--- config.mk ---
export PLATFORM = sky130hd
export DESIGN_NAME = fsic_io_serdes_tx
export DESIGN_NICKNAME = d
export VERILOG_FILES = /design/src/rtl/fsic_io_serdes_pkg.sv /design/src/rtl/fsic_io_serdes_clkgate.sv /design/src/rtl/fsic_io_serdes_tx.sv
export SDC_FILE = /design/constraint.sdc
export NUM_CORES = 1
export LEC_CHECK = 0
export ABC_CLOCK_PERIOD_IN_PS = 2800
export BUFFER_PORTS_ARGS = -buffer_cell sky130_fd_sc_hd__buf_2
export CAP_MARGIN = 0
export CELL_PAD_IN_SITES_DETAIL_PLACEMENT = 1
export CELL_PAD_IN_SITES_GLOBAL_PLACEMENT = 1
export CORE_MARGIN = 2
export CORE_UTILIZATION = 47
export CTS_BUF_LIST = sky130_fd_sc_hd__clkbuf_4 sky130_fd_sc_hd__clkbuf_8
export CTS_CLUSTER_DIAMETER = 30
export DETAILED_ROUTE_END_ITERATION = 10
export MAX_ROUTING_LAYER = met4
export PLACE_DENSITY_LB_ADDON = 0.05
export SETUP_SLACK_MARGIN = 0.2
export SLEW_MARGIN = 0
export SYNTH_ARGS = -nofsm -noshare
export SYNTH_HDL_FRONTEND = slang
export SYNTH_SLANG_ARGS = --single-unit
--- constraint.sdc ---
create_clock -name ioclk -period 2.8 [get_ports ioclk]
set_input_delay 0.28 -clock ioclk [delete_from_list [all_inputs] [get_ports ioclk]]
set_output_delay 0.28 -clock ioclk [all_outputs]
set_load 0.005 [all_outputs]
--- src/rtl/fsic_io_serdes_pkg.sv ---
// rtl/fsic_io_serdes_pkg.sv - shared constants and state encoding for the FSIC IO serdes TX/RX pair
package fsic_io_serdes_pkg;

    localparam int SERDES_CLK_RATIO = 4;

    typedef enum logic [1:0] {
        ST_IDLE  = 2'd0,
        ST_ALIGN = 2'd1,
        ST_SEND  = 2'd2
    } serdes_state_e;

endpackage

--- src/rtl/fsic_io_serdes_clkgate.sv ---
// rtl/fsic_io_serdes_clkgate.sv - glitch-free gate for the forwarded serial clock
module fsic_io_serdes_clkgate (
    input  logic clk_i,
    input  logic rst_n_i,
    input  logic en_i,
    output logic gclk_o
);

    logic en_q;

    // Enable only moves while clk_i is low, so the AND cannot chop a high phase.
    always_ff @(negedge clk_i or negedge rst_n_i) begin
        if (!rst_n_i) begin
            en_q <= 1'b0;
        end else begin
            en_q <= en_i;
        end
    end

    assign gclk_o = clk_i & en_q;

endmodule

--- src/rtl/fsic_io_serdes_tx.sv ---
// rtl/fsic_io_serdes_tx.sv - parallel-to-serial transmitter with forwarded gated bit clock
module fsic_io_serdes_tx
    import fsic_io_serdes_pkg::*;
#(
    parameter int pCLK_RATIO = SERDES_CLK_RATIO
) (
    input  logic                  ioclk,
    input  logic                  axis_rst_n,
    input  logic                  txen,
    input  logic [pCLK_RATIO-1:0] txdata_in,
    output logic                  Serial_Data_out,
    output logic                  txclk,
    output logic                  tx_active,
    output logic [15:0]           tx_word_cnt
);

    localparam int PH_W = (pCLK_RATIO > 1) ? $clog2(pCLK_RATIO) : 1;
    localparam logic [PH_W-1:0] PH_LAST = PH_W'(pCLK_RATIO - 1);

    serdes_state_e         state_q, state_d;
    logic [PH_W-1:0]       phase_q, phase_d;
    logic [pCLK_RATIO-1:0] shift_q, shift_d;
    logic [15:0]           cnt_q, cnt_d;
    logic                  serial_q;
    logic                  active_q;
    logic                  word_end;
    logic                  send_next;

    // Phase wrap to 0 coincides with the coreclk rising edge, so the word
    // boundary is always the edge where phase sits at its last value.
    assign word_end  = (phase_q == PH_LAST);
    assign phase_d   = word_end ? '0 : phase_q + PH_W'(1);
    assign send_next = (state_d == ST_SEND);

    always_comb begin
        state_d = state_q;
        case (state_q)
            ST_IDLE: begin
                if (txen) begin
                    state_d = ST_ALIGN;
                end
            end
            ST_ALIGN: begin
                if (!txen) begin
                    state_d = ST_IDLE;
                end else if (word_end) begin
                    state_d = ST_SEND;
                end
            end
            ST_SEND: begin
                if (word_end) begin
                    state_d = txen ? ST_SEND : ST_IDLE;
                end
            end
            default: state_d = ST_IDLE;
        endcase
    end

    always_comb begin
        shift_d = shift_q;
        if (word_end && send_next) begin
            shift_d = txdata_in;
        end else if (state_q == ST_SEND) begin
            shift_d = shift_q >> 1;
        end
    end

    assign cnt_d = (word_end && (state_q == ST_SEND)) ? cnt_q + 16'd1 : cnt_q;

    always_ff @(posedge ioclk or negedge axis_rst_n) begin
        if (!axis_rst_n) begin
            state_q  <= ST_IDLE;
            phase_q  <= PH_LAST;
            shift_q  <= '0;
            cnt_q    <= '0;
            serial_q <= 1'b0;
            active_q <= 1'b0;
        end else begin
            state_q  <= state_d;
            phase_q  <= phase_d;
            shift_q  <= shift_d;
            cnt_q    <= cnt_d;
            serial_q <= send_next ? shift_d[0] : 1'b0;
            active_q <= send_next;
        end
    end

    // The gate samples next-state on the falling edge, so txclk goes high in
    // exactly those cycles whose post-edge state is SEND.
    fsic_io_serdes_clkgate u_clkgate (
        .clk_i   (ioclk),
        .rst_n_i (axis_rst_n),
        .en_i    (send_next),
        .gclk_o  (txclk)
    );

    assign Serial_Data_out = serial_q;
    assign tx_active       = active_q;
    assign tx_word_cnt     = cnt_q;

endmodule

# Word level (Yosys, flattened, before mapping)
# Index checks and enable logic that the tools add are counted.
# classes
add_sub_neg,2
eq_ne,4
n_mux,10
n_bitwise,1
reduce_logical,4
# op_table
cell,n
adder 16 x 1 -> 16 bit (second input constant),1
2-to-1 mux 2 bit,6
2-to-1 mux 4 bit,2
== test 2 bit (second input constant),3
one-hot mux 2 bit (3 select lines),1
adder 2 x 1 -> 2 bit (second input constant),1
== test 2 x 1 -> 1 bit (second input constant),1
logical AND 1 bit,2
logical NOT 2 bit,1
nonzero test 2 bit,1
AND 1 bit,1
2-to-1 mux 1 bit,1
# totals
regBits,27
inputBits,7
output_inout_bits,19
word_cells,29

# Longest topological paths before layout
# depth
word_depth,8
ltp_mapped,5
mapped_depth_nobuf,5

# Cells and area by module
# Synthesis repeated with hierarchy kept, for this count alone.
# unflattened
hier_cells,100
area_unflattened_um2,1182.4
# modules_own_cells
module,instances,cells_each,area_each_um2,seq_area_each_um2
fsic_io_serdes_tx,1,98,1151.1,653.1
fsic_io_serdes_clkgate,1,2,31.3,25.0

==> flow_summary.toml <==
[drt]
wirelength_um = 2380
vias = 844
dr.pass1.iters = 4
drtAntennaViolNets = 0
route.detailed.drc = 0
dr.first_iter.drc_count = 5
wl_per_cell_um = 15.1
viasPerCell = 5.38

[floorplanning]
io_pins = 26
num_rows = 17
start_util_pct = 50.8
core_area_um2 = 2280
die_h_um = 53.6
fp.dieW_um = 53.6
die-area_um2 = 2870

[yosys]
synth_area_per_cell_um2 = 12.3
synth.area.top_cells = "dfrtp_1 (52%), xnor2_1 (8.3%), dfstp_2 (4.5%)"
yosysMostFrequentCell = "dfrtp_1"
synth-edff-count = 0
syn_area_um2 = 1160
yosys.area.top_type = "dfrtp_1"
ys_seq_area_share_pct = 58.7
ys_types = 29
ys_ff_latch = 27
synth_common_cells = "dfrtp_1 (24), nand2_1 (12), xnor2_1 (11)"
synth_top_area_share_pct = 51.9
async_reset_ff_share_pct = 100
yosysWarnings = 0
synth_ff_type = "dfrtp_1"
synth_fp_nets = 103
postSynthCellCount = 94

[clocking]
clk_pin_slew_ns = 0.14
cts_tree = "yes"
post_cts_buffers = 0
clock_latency_ns = 0.43

[setup_path]
crit_end = "txclk"
rr_startpoint = "phase_q[0]"
crit_chain = "and2_4, buf_6"
path_depth = 2
cpPeakStageDelay_ns = 0.40
worstPathArrival_ns = 2.46
crit_required_ns = 2.52
critPathKind = "flop to output pin"
crit_family = "flip-flops"
cp.buffers_inverters = 1
rr_endpoint = "u_clkgate.en_q"
worst_setup_path_start_kind = "flop"
critPathSlowestCell = "dfrtn_1"
worst-r2r-setup-slack_ns = 0.26
crit_path_end_kind = "output pin"
path_max_fanout = 1
rr_worst_depth = 3
crit_start = "u_clkgate.en_q"

[final_layout]
drive_gt1_share_pct = 36.4
final_util_pct = 62.2
nFillCells = 267
fin_nets = 139
stdcell_area_um2 = 1420
fin_cells = 157
area_growth_pct = 22.5
antenna_cells = 0

[global_routing]
grt_pass1_vias = 857
grt_max_degree = 27
grt_pass1_wl_um = 3830
gr-total-overflow = 0
grt_use_total_pct = 20.3
antenna_found_initial = 0

[hold_path]
hp-class = "input pin to flop"

[sta]
rsz0062_at_grt = "yes"
slew_viol_final = 0
fin_setup_tns_ns = 0
hold_violations = 0
max_slew_margin_pct = 78.0
worst_pin_slew_ns = 0.330
setup_viol = 0
finClkSkew_ns = 0.00906

[place]
place_inst = 149
gp_congestion = 0.857
dpl-instance-area_um2 = 1340
io_buffers = 25
dpl.hpwl_um = 1670

[job]
maxCapViolations = 0

[outcome]
status = "finished, final reports clean"

[power_and_ir_drop]
p_leak_uw = 0.000785
power_density_nw_per_um2 = 546
irDropWorstVdd_uv = 345
[report_power, final]
| part | total, uW | switching, uW | internal (uW) |
|---|---|---|---|
| Combinational | 78.0 | 39.8 | 38.1 |
| Sequential | 442 | 22.2 | 420 |
| Clock | 253 | 131 | 122 |
[sequential cells by signal, summed over array words and instances, names as in the netlist]
register / count
Serial_Data_out: 1
phase_q: 2
shift_q: 4
state_q: 2
tx_active: 1
tx_word_cnt: 16
u_clkgate.en_q: 1
[cells by family after synthesis]
family,share of synthesized area (%)
simple gates,19.3
flops,58.7
xor+xnor,11.4
compound gates,4.22
mux,3.57
buf+inv,0.757
fa+ha+maj,2.16
[per-layer routing]
metal,global-route usage [%],vias to the layer above,part of all wire (%)
met5,-,-,0
met4,12.4,0,2.4
met3,4.44,8,3.7
met2,32.3,24,51
met1,23.4,421,43
li1,-,391,-
[through the flow]
| stage | hold WS [ns] | setup slack (ns) | power, uW |
|---|---|---|---|
| final | 0.0488 | 0.0611 | 773 |
| after global routing | 0.0538 | 0.0139 | 817 |
| after CTS | 0.0324 | 0.0481 | 781 |
| after detailed placement | 0.342 | 0.270 | 531 |
| after global placement | 0.334 | 0.301 | 521 |
| after floorplan | -0.0156 | 0.216 | 487 |
[worst register-to-register path: cells and delay by family, from the launching register on]
family,cells,cell delay [ns]
AND/OR/NAND/NOR,1,0.17
AO/OA/AOI/OAI,1,0.08
adder cells (fa/ha/maj),1,0.17
flip-flops,1,0.56
[worst min-delay path by stage]
stage            startpoint         endpoint  slack [ns]  cells after the start
5_1_grt        txdata_in[2]       shift_q[2]        0.05                      3
4_1_cts        txdata_in[3]       shift_q[3]        0.03                      3
3_3_place_gp     axis_rst_n  tx_word_cnt[11]        0.33                      2
6_report       txdata_in[3]       shift_q[3]        0.05                      3
2_1_floorplan    axis_rst_n  Serial_Data_out       -0.02                      0
3_5_place_dp     axis_rst_n  tx_word_cnt[12]        0.34                      2
[cell type report]
cell class / count / area, um^2 / area share [%]
clock buffer: 8 / 63.8 / 4.51
inverter: 1 / 3.75 / 0.265
multi-input combinational: 65 / 483 / 34.1
sequential: 27 / 678 / 47.9
tap: 28 / 35.0 / 2.47
timing repair buffer: 28 / 153 / 10.8
[what timing repair did]
action / 4_1_cts / 5_1_grt
hold buffers: 1 / 0
resized for setup: 0 / 4
hold endpoints to repair: 24 / 0
endpoints found under the setup margin: 2 / 3
[placed cells by master, fill, tap and decap left out, types with 2 or more instances in the layout]
| cell type | synthesis | final |
|---|---|---|
| and3_1 | 3 | 3 |
| buf_2 | 1 | 24 |
| buf_4 | 0 | 3 |
| clkbuf_4 | 0 | 7 |
| dfrtp_1 | 24 | 24 |
| dfstp_2 | 2 | 2 |
| mux2i_1 | 3 | 3 |
| nand2_1 | 12 | 12 |
| nand2b_1 | 3 | 3 |
| nand3_1 | 3 | 3 |
| nand4_1 | 4 | 4 |
| nor2_1 | 3 | 3 |
| o21ai_0 | 3 | 3 |
| xnor2_1 | 11 | 11 |
| xor2_1 | 4 | 4 |
Power figures use the tool's default switching activity.
